`config.mk`:
```
export PLATFORM = sky130hd
export DESIGN_NAME = reset_stage_sequencer
export DESIGN_NICKNAME = d
export VERILOG_FILES = /design/src/rtl/reset_stage_sequencer.sv
export SDC_FILE = /design/constraint.sdc
export NUM_CORES = 1
export LEC_CHECK = 0
export BUFFER_PORTS_ARGS = -buffer_cell sky130_fd_sc_hd__buf_2
export CAP_MARGIN = 10
export CORE_AREA = 2 2 64 66
export CTS_CLUSTER_DIAMETER = 200
export DETAILED_ROUTE_END_ITERATION = 7
export DIE_AREA = 0 0 66 68
export PLACE_DENSITY = 0.72
export SETUP_SLACK_MARGIN = 0.1
export SLEW_MARGIN = 20
export SYNTH_ARGS = -nofsm -noshare
export SYNTH_HDL_FRONTEND = slang
export SYNTH_SLANG_ARGS = --single-unit
export TNS_END_PERCENT = 1
```
`constraint.sdc`:
```
create_clock -name CLK -period 1.9 [get_ports CLK]
set_input_delay 0.285 -clock CLK [delete_from_list [all_inputs] [get_ports CLK]]
set_output_delay 0.285 -clock CLK [all_outputs]
set_load 0.05 [all_outputs]
```
`src/rtl/reset_stage_sequencer.sv`:
```
// rtl/reset_stage_sequencer.sv - staged release of downstream reset domains qualified on PLL lock and per-stage ack
module reset_stage_sequencer #(
    parameter int N_STAGES    = 4,
    parameter int STAGE_DELAY = 16,
    parameter int ACK_TIMEOUT = 1024,
    parameter int LOCK_FILTER = 8,
    parameter int MAX_RETRY   = 3
) (
    input  logic                CLK,
    input  logic                RST,
    input  logic                PLL_LOCK,
    input  logic [N_STAGES-1:0] STAGE_ACK,
    output logic [N_STAGES-1:0] STAGE_RST,
    output logic                SEQ_DONE,
    output logic                SEQ_FAULT,
    output logic [3:0]          RETRY_CNT
);

    localparam int DW = (STAGE_DELAY > 1) ? $clog2(STAGE_DELAY) : 1;
    localparam int TW = $clog2(ACK_TIMEOUT);
    localparam int FW = $clog2(LOCK_FILTER + 1);
    localparam int IW = (N_STAGES > 1) ? $clog2(N_STAGES) : 1;

    localparam logic [DW-1:0] D_LAST   = DW'(STAGE_DELAY - 1);
    localparam logic [TW-1:0] T_LAST   = TW'(ACK_TIMEOUT - 1);
    localparam logic [FW-1:0] F_FULL   = FW'(LOCK_FILTER);
    localparam logic [IW-1:0] I_LAST   = IW'(N_STAGES - 1);
    localparam logic [3:0]    R_MAX    = 4'(MAX_RETRY);

    localparam logic [2:0] S_WAIT_LOCK = 3'd0;
    localparam logic [2:0] S_DELAY     = 3'd1;
    localparam logic [2:0] S_WAIT_ACK  = 3'd2;
    localparam logic [2:0] S_RETRY     = 3'd3;
    localparam logic [2:0] S_DONE      = 3'd4;
    localparam logic [2:0] S_FAULT     = 3'd5;

    logic          lock_meta;
    logic          lock_s;
    logic [FW-1:0] fcnt;
    logic          lock_ok;
    logic [2:0]    state;
    logic [IW-1:0] idx;
    logic [DW-1:0] dcnt;
    logic [TW-1:0] tcnt;
    logic          ack_cur;

    assign lock_ok = (fcnt == F_FULL);
    assign ack_cur = STAGE_ACK[idx];

    // Two-flop synchronizer for the asynchronous PLL lock
    always_ff @(posedge CLK or posedge RST) begin
        if (RST) begin
            lock_meta <= 1'b0;
            lock_s    <= 1'b0;
        end else begin
            lock_meta <= PLL_LOCK;
            lock_s    <= lock_meta;
        end
    end

    // Lock filter: count consecutive synced-high cycles, saturating at LOCK_FILTER
    always_ff @(posedge CLK or posedge RST) begin
        if (RST) begin
            fcnt <= '0;
        end else if (!lock_s) begin
            fcnt <= '0;
        end else if (fcnt != F_FULL) begin
            fcnt <= fcnt + 1'b1;
        end
    end

    // Sequencer FSM; lock loss outranks everything while stages are live
    always_ff @(posedge CLK or posedge RST) begin
        if (RST) begin
            state     <= S_WAIT_LOCK;
            idx       <= '0;
            dcnt      <= '0;
            tcnt      <= '0;
            STAGE_RST <= '1;
            SEQ_DONE  <= 1'b0;
            SEQ_FAULT <= 1'b0;
            RETRY_CNT <= 4'd0;
        end else begin
            case (state)
                S_WAIT_LOCK: begin
                    STAGE_RST <= '1;
                    SEQ_DONE  <= 1'b0;
                    idx       <= '0;
                    dcnt      <= '0;
                    if (lock_ok) begin
                        state <= S_DELAY;
                    end
                end
                S_DELAY: begin
                    if (!lock_s) begin
                        STAGE_RST <= '1;
                        SEQ_DONE  <= 1'b0;
                        idx       <= '0;
                        state     <= S_WAIT_LOCK;
                    end else begin
                        dcnt <= dcnt + 1'b1;
                        if (dcnt == D_LAST) begin
                            STAGE_RST[idx] <= 1'b0;
                            tcnt           <= '0;
                            state          <= S_WAIT_ACK;
                        end
                    end
                end
                S_WAIT_ACK: begin
                    if (!lock_s) begin
                        STAGE_RST <= '1;
                        SEQ_DONE  <= 1'b0;
                        idx       <= '0;
                        state     <= S_WAIT_LOCK;
                    end else if (ack_cur) begin
                        if (idx == I_LAST) begin
                            SEQ_DONE <= 1'b1;
                            state    <= S_DONE;
                        end else begin
                            idx   <= idx + 1'b1;
                            dcnt  <= '0;
                            state <= S_DELAY;
                        end
                    end else if (tcnt == T_LAST) begin
                        STAGE_RST <= '1;
                        state     <= S_RETRY;
                    end else begin
                        tcnt <= tcnt + 1'b1;
                    end
                end
                S_RETRY: begin
                    STAGE_RST <= '1;
                    idx       <= '0;
                    if (RETRY_CNT == R_MAX) begin
                        SEQ_FAULT <= 1'b1;
                        state     <= S_FAULT;
                    end else begin
                        RETRY_CNT <= RETRY_CNT + 4'd1;
                        state     <= S_WAIT_LOCK;
                    end
                end
                S_DONE: begin
                    if (!lock_s) begin
                        STAGE_RST <= '1;
                        SEQ_DONE  <= 1'b0;
                        idx       <= '0;
                        state     <= S_WAIT_LOCK;
                    end else begin
                        SEQ_DONE <= 1'b1;
                    end
                end
                S_FAULT: begin
                    STAGE_RST <= '1;
                    SEQ_DONE  <= 1'b0;
                    SEQ_FAULT <= 1'b1;
                end
                default: begin
                    STAGE_RST <= '1;
                    SEQ_DONE  <= 1'b0;
                    idx       <= '0;
                    state     <= S_WAIT_LOCK;
                end
            endcase
        end
    end

endmodule

```
; Word-level counts from Yosys, hierarchy flattened
; Index checks and enable logic that the tools add are counted.
[totals]
inputBits = 7
out_inout_bits = 10
elab_cells = 115
ff_bits = 35
[op_classes]
mux = 47
reduce_logical = 14
magnitude_cmp = 2
add_sub_neg = 5
n_bitwise = 5
n_eq_ne = 31
[op_table]
columns = cell, n
row1 = $mux W10, 5
row2 = $mux W4, 12
row3 = $mux W3, 9
row4 = $ne A2 B2 Y1 const B, 12
row5 = $pmux W4 S3, 2
row6 = $pmux W10 S2, 1
row7 = $ne A3 B3 Y1 const B, 6
row8 = $pmux W3 S6, 1
row9 = $add A4 B1 Y4 const B, 3
row10 = $reduce_and A4 Y1, 3
row11 = $add A10 B1 Y10 const B, 1
row12 = $eq A10 B10 Y1 const B, 1
row13 = $reduce_and A5 Y1, 2
row14 = $eq A4 B4 Y1 const B, 2
row15 = $mux W1, 8
row16 = $mux W2, 4
row17 = $ne A4 B4 Y1 const B, 2
row18 = $eq A3 B2 Y1 const B, 2
row19 = $eq A3 B3 Y1 const B, 2
row20 = $pmux W2 S3, 1
row21 = $reduce_and A6 Y1, 1
row22 = $and A4 B4 Y4, 1
row23 = $eq A4 B2 Y1 const B, 1
row24 = $not A4 Y4, 1
row25 = 17 further kinds, 21

; Longest topological paths before layout
; Gate-level depths: netlist of run 1.
[depth]
ltp_word = 9
depth_mapped = 7
ltp_nobuf = 7

; Worst setup path before layout of run 1
; OpenSTA, ideal clock, no wires.
[synth_timing]
path_kind = register -> register
startpoint = register idx[0]
endpoint = register tcnt[5]
path_stages_with_launch = 6
required_time_ns = 1.774
arrival_time_ns = 1.890
path_buffers = 1
setup_slack_ns = -0.116
synth_period_minus_slack_ns = 2.016
setup_ns = 0.126
cell_sequence = dfrtp_1 -> mux4_2 -> o21a_1 -> a211o_1 -> buf_6 -> a221o_1
[synth_via]
elab_chain_len = 4
[synth_lines]
columns = item, line
row1 = "start, declared", 42  ; logic [IW-1:0] idx;
row2 = "start signal, assigned", 120  ; idx <= idx + 1'b1;
row3 = $bmux W1 S2, 48  ; assign ack_cur = STAGE_ACK[idx];
row4 = $mux W1 (implied by the code), 48
row5 = $ne A2 B2 Y1 (no line), n/a
row6 = $reduce_and A6 Y1 (no line), n/a
row7 = "end signal, assigned", 128  ; tcnt <= tcnt + 1'b1;
row8 = "end, declared", 44  ; logic [TW-1:0] tcnt;
; No other way between the ends. The select of a mux whose other input is x is not followed.
; A chain may end at the register's enable or synchronous reset.

; Worst setup path after layout of run 1
; Same ends and word-level chain as after synthesis.

==> flow_metrics.env, run 1 <==
export IMPL_start_util_pct=49.5
export IMPL_maxSlewViolCount=0
export IMPL_fin_nets=253
export IMPL_synth_seq_area_share_pct=46.1
export IMPL_placed_area_um2=2170
export IMPL_cts_buffers=5
export IMPL_period_share_pct=99.6
export IMPL_cts_root_buffer="clkbuf_8"
export IMPL_fin_setup_tns_ns=0
export IMPL_final_cell_mix="dfrtp_1 (31), buf_4 (20), nor2_1 (17)"
export IMPL_max_slew_margin_rel_pct=69.0
export IMPL_setup_viol=0
export IMPL_drive_gt1_share_pct=23.9
export IMPL_final_common_cell="dfrtp_1"
export IMPL_place_gp_congestion=0.888
export IMPL_worstPathArrival_ns=2.06
export IMPL_ys_flop_type="dfrtp_1"
export IMPL_cts_tree="done"
export IMPL_ios=17
export IMPL_cp_max_fo=9
export IMPL_totalWireLength_um=4020
export IMPL_avgSynthCellArea_um2=9.55
export IMPL_grt_max_degree=36
export IMPL_synth_seq_cells=35
export IMPL_end_kind="flop"
export IMPL_area_growth_pct=19.4
export IMPL_die_y_um=68
export IMPL_instances_no_fill=288
export IMPL_design_core_area_um2=3860
export IMPL_r2r_setup_slack_ns=0.008
export IMPL_drcViolationCount=0
export IMPL_synth_area_um2=1910
export IMPL_post_drt_wl_per_cell_um=13.9
export IMPL_grt_pass1_wl_um=6580
export IMPL_nFillCells=352
export IMPL_dr_pass1_iters=5
export IMPL_synthCells=200
export IMPL_maxCapViolCount=0
export IMPL_grt_util_all_layers_pct=19.3
export IMPL_first_global_vias=1505
export IMPL_power_density_nw_per_um2=1150
export IMPL_antenna_found_initial=0
export IMPL_finalClockSkew_ns=0.00730
export IMPL_dr_total_vias=1640
export IMPL_regArea_um2=881
export IMPL_irDropWorstVdd_uv=489
export IMPL_clk_latency_ns=0.29
export IMPL_fin_hold_ws_ns=0.0838
export IMPL_clkSinkCount=35
export IMPL_rsz0062_at_grt="true"
export IMPL_viasPerCell=5.69
export IMPL_fmax_ghz=0.529
export IMPL_postSynthNetCount=216
export IMPL_antenna_diode_count=0
export IMPL_place_port_buffers=16
export IMPL_overflow=0
export IMPL_min_path_type="in2async"
export IMPL_synth_edff_count=0
export IMPL_power_mw=2.62
export IMPL_path_clk_slew_ns=0.07
export IMPL_synth_cell_type_count=47
export IMPL_p_leak_nw=1.06
export IMPL_start_kind="flop"
export IMPL_final_cell_area_um2=2280
export IMPL_path_class="reg2reg"
export IMPL_postRouteAntennaNets=0
export IMPL_htreeDepth=2
export IMPL_multi_input_area_um2=988
export IMPL_hold_viol_final=0
export IMPL_cts_setup_buffers=0
export IMPL_clockBufferDepth=2
export IMPL_dp_hpwl_um=2820
export IMPL_yosys_warnings=0
export IMPL_fin_ws_ns=0.00814
export IMPL_worst_pin_slew_ns=0.464
export IMPL_place_inst=280
export IMPL_required_ns=2.07
export IMPL_pre_cts_slack_ns=-0.0587
export IMPL_fp_dieW_um=66
export IMPL_fp_row_count=23
export IMPL_status="complete, no violations"
export IMPL_ys_async_sr_fraction_pct=100
export IMPL_min_period_ns=1.89
export IMPL_fp_dieArea_um2=4490
export IMPL_final_core_util_pct=59.1
export IMPL_drt_iter0_drc=120
[state kept, by name (all words and copies together), names as in the netlist]
register	cells
dcnt	4
STAGE_RST	4
fcnt	4
lock_s	1
RETRY_CNT	4
lock_meta	1
SEQ_DONE	1
idx	2
state	3
SEQ_FAULT	1
tcnt	10
[critical path, stage by stage (launching register included)]
cell and delay [ns]:
dfrtp_1 0.36, mux4_2 0.57, o21a_1 0.21, a211o_4 0.32
a221o_1 0.32
[Yosys cell counts (2+ instances only)]
cell | count | share of area, %
o211ai_1 | 2 | 0.79
o21a_1 | 2 | 0.79
nor2b_1 | 3 | 0.98
dfrtp_1 | 31 | 41
nand4_1 | 2 | 0.65
o31ai_1 | 2 | 0.79
nor2_1 | 17 | 3.3
and3_1 | 4 | 1.3
o21ai_0 | 12 | 3.1
clkbuf_1 | 5 | 0.98
ha_1 | 9 | 5.9
mux2_2 | 3 | 1.8
a21o_1 | 5 | 2.0
o22ai_1 | 2 | 0.65
nand3_1 | 16 | 4.2
a21oi_1 | 10 | 2.6
inv_1 | 10 | 2.0
dfstp_2 | 4 | 5.5
a22o_1 | 3 | 1.4
a211o_1 | 2 | 0.92
a41oi_1 | 3 | 1.4
xor2_1 | 4 | 1.8
nand2b_1 | 4 | 1.3
nor3_1 | 7 | 1.8
nand2_1 | 16 | 3.1
[power breakdown]
part	switching [mW]	total (mW)	internal, mW
clock	0.249	0.506	0.257
sequential	0.129	1.01	0.879
combinational	0.661	1.11	0.445
[per-layer routing]
metal	global-route usage (%)	up-vias	part of all wire [%]
met3	5.59	8	3.6
met4	6.89	0	1.5
met5	0	-	0
li1	-	793	-
met2	33.1	27	49
met1	23.2	812	46
[path summary, 6_finish.rpt]
path / start / to / cells after the start
max: idx[0] / tcnt[5] / 4
min: RST / state[1] / 3
max reg2reg: idx[0] / tcnt[5] / 4
min reg2reg: lock_meta / lock_s / 0
max in group asynchronous: RST / STAGE_RST[0] / 3
min in group CLK: PLL_LOCK / lock_meta / 1
[what timing repair did]
item	CTS	global route
gates resized for setup	2	6
setup endpoints to repair	14	15
hold buffers	0	0
pin swaps	1	2
[area by class of cell]
type / count / share of cell area (%)
clock buffer: 7 / 3.35
clock inverter: 1 / 0.219
inverter: 10 / 1.65
multi-input combinational: 149 / 43.3
sequential: 35 / 38.6
tap: 50 / 2.74
timing repair buffer: 36 / 10.1
[kinds of logic (layout without fill, tap and decap cells)]
family | count (synthesis) | count (layout) | synth area share [%]
simple gates | 78 | 78 | 20.4
flops | 35 | 35 | 46.1
buf+inv | 16 | 54 | 3.54
xor+xnor | 5 | 5 | 2.29
fa+ha+maj | 9 | 9 | 5.89
compound gates | 53 | 53 | 18.8
mux | 4 | 4 | 2.95
No activity file was read; power rests on OpenSTA's default activity.
==> run 2: changes to the inputs <==
--- a/config.mk
+++ b/config.mk
@@ -7,11 +7,11 @@
 export LEC_CHECK = 0
 export BUFFER_PORTS_ARGS = -buffer_cell sky130_fd_sc_hd__buf_2
 export CAP_MARGIN = 10
-export CORE_AREA = 2 2 64 66
+export CORE_AREA = 2 2 61 63
 export CTS_CLUSTER_DIAMETER = 200
 export DETAILED_ROUTE_END_ITERATION = 7
-export DIE_AREA = 0 0 66 68
-export PLACE_DENSITY = 0.72
+export DIE_AREA = 0 0 63 65
+export PLACE_DENSITY = 0.75
 export SETUP_SLACK_MARGIN = 0.1
 export SLEW_MARGIN = 20
 export SYNTH_ARGS = -nofsm -noshare
==> constraint.sdc (replaced) <==
create_clock -name CLK -period 1.79 [get_ports CLK]
set_input_delay 0.2685 -clock CLK [delete_from_list [all_inputs] [get_ports CLK]]
set_output_delay 0.2685 -clock CLK [all_outputs]
set_load 0.05 [all_outputs]
==> flow_metrics.env, run 2 (synthesized netlist as in run 1, its figures left out) <==
export IMPL_antenna_found_initial=0
export IMPL_antenna_diode_count=0
export IMPL_grt_max_degree=36
export IMPL_start_util_pct=54.7
export IMPL_required_ns=2.07
export IMPL_grt_pass1_wl_um=6890
export IMPL_max_flop_register="tcnt"
export IMPL_slowest_stage="mux4_2"
export IMPL_worst_pin_slew_ns=0.430
export IMPL_fp_dieW_um=63
export IMPL_fin_nets=267
export IMPL_totalWireLength_um=3880
export IMPL_status="finished with violations"
export IMPL_min_path_type="reg2reg"
export IMPL_rsz0062_at_grt="true"
export IMPL_dr_total_vias=1625
export IMPL_cp_max_fo=5
export IMPL_post_drt_wl_per_cell_um=12.9
export IMPL_ios=17
export IMPL_htreeDepth=2
export IMPL_max_slew_margin_rel_pct=71.3
export IMPL_crit_chain="mux4_2, buf_4, nand2b_4, or4_1, nand3_1"
export IMPL_finalClockSkew_ns=0.00641
export IMPL_fp_dieArea_um2=4100
export IMPL_clkSinkCount=35
export IMPL_viasPerCell=5.42
export IMPL_setup_viol=5
export IMPL_fmax_ghz=0.543
export IMPL_violations="setup timing"
export IMPL_final_cell_mix="dfrtp_1 (31), buf_4 (31), nor2_1 (17)"
export IMPL_cts_tree="done"
export IMPL_drive_gt1_share_pct=31.3
export IMPL_final_cell_area_um2=2450
export IMPL_die_y_um=65
export IMPL_placed_area_um2=2260
export IMPL_largest_register_ff_count=10
export IMPL_path_class="reg2reg"
export IMPL_design_core_area_um2=3500
export IMPL_start_kind="flop"
export IMPL_cts_root_buffer="clkbuf_4"
export IMPL_worstPathArrival_ns=2.13
export IMPL_path_clk_slew_ns=0.11
export IMPL_clockBufferDepth=2
export IMPL_first_global_vias=1614
export IMPL_overflow=0
export IMPL_fp_row_count=22
export IMPL_postRouteAntennaNets=0
export IMPL_drcViolationCount=0
export IMPL_area_growth_pct=28.2
export IMPL_maxCapViolCount=0
export IMPL_end_kind="flop"
export IMPL_min_period_ns=1.84
export IMPL_maxSlewViolCount=0
export IMPL_dp_hpwl_um=2800
export IMPL_dr_pass1_iters=5
export IMPL_place_port_buffers=16
export IMPL_hold_viol_final=0
export IMPL_p_leak_nw=1.14
export IMPL_power_mw=3.01
export IMPL_irDropWorstVdd_uv=764
export IMPL_power_density_nw_per_um2=1230
export IMPL_place_gp_congestion=0.838
export IMPL_grt_util_all_layers_pct=21.4
export IMPL_fin_ws_ns=-0.0529
export IMPL_cts_buffers=5
export IMPL_period_share_pct=103
export IMPL_nFillCells=298
export IMPL_clk_latency_ns=0.34
export IMPL_drt_iter0_drc=66
export IMPL_critPathMaxStageDelay_ns=0.52
-- run 2: critical path: cells and delay by family, from the launching register on --
kind                   cells  cell delay (ns)
buffers and inverters      1             0.17
muxes                      1             0.52
DFF                        1             0.38
and+or+nand+nor            3             0.73
-- run 2: through the flow --
stage	setup slack [ns]	hold WS [ns]	TNS (ns)	std cells	utilization (%)
4_1_cts	-0.0539	0.00926	-0.202	299	68.8
5_1_grt	-0.137	0.377	-1.06	300	70.0
3_3_place_gp	-0.0980	0.333	-0.625	290	64.7
6_report	-0.0529	0.364	-0.170	300	70.0
3_5_place_dp	-0.113	0.345	-0.630	290	64.7
2_1_floorplan	-0.170	0.300	-0.887	200	-
-- run 2: path summary, 6_finish.rpt --
kind | start | endpoint | slack [ns] | cells after the start
worst min-delay path | lock_meta | lock_s | 0.36 | 0
worst max-delay path | idx[0] | tcnt[9] | -0.05 | 5
worst min register to register | lock_meta | lock_s | 0.36 | 0
min in group asynchronous | RST | lock_meta | 0.55 | 4
worst max register to register | idx[0] | tcnt[9] | -0.05 | 5
max in group asynchronous | RST | STAGE_RST[3] | 0.89 | 4
-- run 2: area by class of cell --
class                           instances  area, um^2  share of cell area [%]
Clock buffer                            5        37.5                    1.53
Clock inverter                          3        67.6                    2.76
Inverter                               10        37.5                    1.53
Multi-Input combinational cell        149        1020                    41.7
Sequential cell                        35         881                    36.0
Tap cell                               48        60.1                    2.45
Timing Repair Buffer                   50         344                    14.1
-- run 2: timing repair --
item	CTS	global route
endpoints found under the hold margin	12	1
setup endpoints to repair	20	23
gates resized for setup	7	9
hold buffers	1	1
buffers inserted	0	0
pin swaps	3	6
-- run 2: power breakdown --
part / leakage, nW / total (mW) / internal [mW] / switching [mW]
Sequential: 0.457 / 1.05 / 0.931 / 0.123
Combinational: 0.636 / 1.25 / 0.537 / 0.710
Clock: 0.0514 / 0.707 / 0.434 / 0.273
Total: 1.14 / 3.01 / 1.90 / 1.11
-- run 2: layer usage --
metal	share of wire [%]	vias up	wire, um	GRT usage (%)
li1	-	826	-	-
met1	47	776	1820	26.3
met2	49	16	1920	37.0
met3	2.1	7	82	4.69
met4	1.5	0	59	8.33
met5	0	-	0	0
==> run 3: changes to the inputs <==
--- a/config.mk
+++ b/config.mk
@@ -11,7 +11,7 @@
 export CTS_CLUSTER_DIAMETER = 200
 export DETAILED_ROUTE_END_ITERATION = 7
 export DIE_AREA = 0 0 63 65
-export PLACE_DENSITY = 0.75
+export PLACE_DENSITY = 0.77
 export SETUP_SLACK_MARGIN = 0.1
 export SLEW_MARGIN = 20
 export SYNTH_ARGS = -nofsm -noshare
==> flow_metrics.env, run 3 (synthesized netlist as in run 1, its figures left out) <==
export IMPL_fin_setup_tns_ns=-0.389
export IMPL_worst_pin_slew_ns=0.434
export IMPL_final_cell_mix="buf_4 (32), dfrtp_1 (31), nor2_1 (17)"
export IMPL_antenna_diode_count=0
export IMPL_dr_pass1_iters=4
export IMPL_crit_start="idx[0]"
export IMPL_fin_ws_ns=-0.115
export IMPL_dr_total_vias=1674
export IMPL_nFillCells=280
export IMPL_first_global_vias=1677
export IMPL_path_class="reg2reg"
export IMPL_maxCapViolCount=0
export IMPL_rsz0062_at_grt="true"
export IMPL_r2r_end="tcnt[5]"
export IMPL_worstPathArrival_ns=2.14
export IMPL_r2r_setup_slack_ns=-0.12
export IMPL_setup_viol=9
export IMPL_drt_iter0_drc=75
export IMPL_cts_tree="done"
export IMPL_hold_viol_final=0
export IMPL_drive_gt1_share_pct=34.1
export IMPL_maxSlewViolCount=0
export IMPL_regArea_um2=881
export IMPL_fin_hold_ws_ns=0.00621
export IMPL_power_density_nw_per_um2=1160
export IMPL_postRouteAntennaNets=0
export IMPL_violations="setup timing"
export IMPL_ios=17
export IMPL_fmax_ghz=0.525
export IMPL_reg2reg_depth=4
export IMPL_place_gp_congestion=0.799
export IMPL_htreeDepth=2
export IMPL_start_util_pct=54.7
export IMPL_grt_util_all_layers_pct=22.5
export IMPL_power_mw=2.84
export IMPL_antenna_found_initial=0
export IMPL_clockBufferDepth=2
export IMPL_place_inst=291
export IMPL_min_period_ns=1.91
export IMPL_drcViolationCount=0
export IMPL_post_drt_wl_per_cell_um=13.7
export IMPL_status="finished with violations"
export IMPL_totalWireLength_um=4100
export IMPL_area_growth_pct=28.4
export IMPL_place_port_buffers=16
export IMPL_start_kind="flop"
export IMPL_dp_hpwl_um=3110
export IMPL_fin_nets=267
export IMPL_min_path_type="in2async"
export IMPL_fp_dieW_um=63
export IMPL_end_kind="flop"
export IMPL_cts_root_buffer="clkbuf_4"
export IMPL_cts_buffers=5
export IMPL_r2r_start="idx[0]"
export IMPL_largest_register_ff_count=10
export IMPL_grt_pass1_wl_um=7240
export IMPL_finalClockSkew_ns=0.0145
export IMPL_max_slew_margin_rel_pct=71.1
export IMPL_cp_max_fo=10
export IMPL_p_leak_nw=1.15
export IMPL_required_ns=2.02
export IMPL_period_share_pct=106
export IMPL_instances_no_fill=300
export IMPL_max_flop_register="tcnt"
export IMPL_viasPerCell=5.58
export IMPL_irDropWorstVdd_uv=595
export IMPL_multi_input_area_um2=1060
export IMPL_fp_dieArea_um2=4100
export IMPL_die_y_um=65
export IMPL_fp_row_count=22
export IMPL_overflow=0
export IMPL_design_core_area_um2=3500
export IMPL_final_common_cell="buf_4"
export IMPL_path_clk_slew_ns=0.11
export IMPL_clk_latency_ns=0.35
export IMPL_grt_max_degree=36
export IMPL_clkSinkCount=35
-- run 3: changes by cell type in the layout (fill, tap and decap cells not counted), moves of 2 or more --
cell,change
nand3_1,-2
dlygate4sd3_1,-2
nand3_2,+2
bufinv_16,-2
nor2b_2,+2
nor2b_1,-2
clkbuf_8,+2
-- run 3: per-stage QoR --
step / instance area [um^2] / util [%] / setup WS [ns]
5_1_grt: 2450 / 70.2 / -0.177
3_5_place_dp: 2270 / 64.9 / -0.194
2_1_floorplan: 1910 / - / -0.170
3_3_place_gp: 2270 / 64.9 / -0.156
4_1_cts: 2380 / 68.2 / -0.104
6_report: 2450 / 70.2 / -0.115
-- run 3: final cells by class --
| cell class | instances | share of cell area [%] |
|---|---|---|
| Multi-Input combinational cell | 149 | 43.3 |
| Sequential cell | 35 | 35.9 |
| Timing Repair Buffer | 50 | 14.0 |
| Clock buffer | 8 | 2.81 |
| Tap cell | 48 | 2.45 |
| Inverter | 10 | 1.53 |
-- run 3: how the worst max path moves through the flow --
stage          endpoint  slack (ns)  cells after the start
2_1_floorplan   tcnt[5]       -0.17                      5
3_3_place_gp    tcnt[5]       -0.16                      4
3_5_place_dp    tcnt[5]       -0.19                      4
4_1_cts         tcnt[5]       -0.10                      4
5_1_grt         tcnt[5]       -0.18                      4
6_report        tcnt[5]       -0.12                      4
-- run 3: worst max-delay path, cell delays in order, from the launching register on --
cell	delay, ns
dfrtp_1	0.38
mux4_2	0.56
o21a_1	0.22
a211o_4	0.32
a221o_1	0.33
-- run 3: metal layers --
metal / vias up / track usage [%] / share of wire, %
li1: 826 / - / -
met1: 807 / 26.6 / 43
met2: 30 / 39.6 / 51
met3: 11 / 6.25 / 4.1
met4: 0 / 7.22 / 1.9
met5: - / 0 / 0
-- run 3: power breakdown --
part	total (mW)	switching, mW	internal (mW)
Sequential	1.04	0.112	0.932
Combinational	1.31	0.751	0.556
Clock	0.485	0.254	0.231
Total	2.84	1.12	1.72
-- run 3: timing repair --
action,CTS,global route
hold buffers,0,0
cloned,0,0
pin swaps,4,16
gates resized for setup,10,17
setup buffers,1,0
endpoints found under the setup margin,16,22
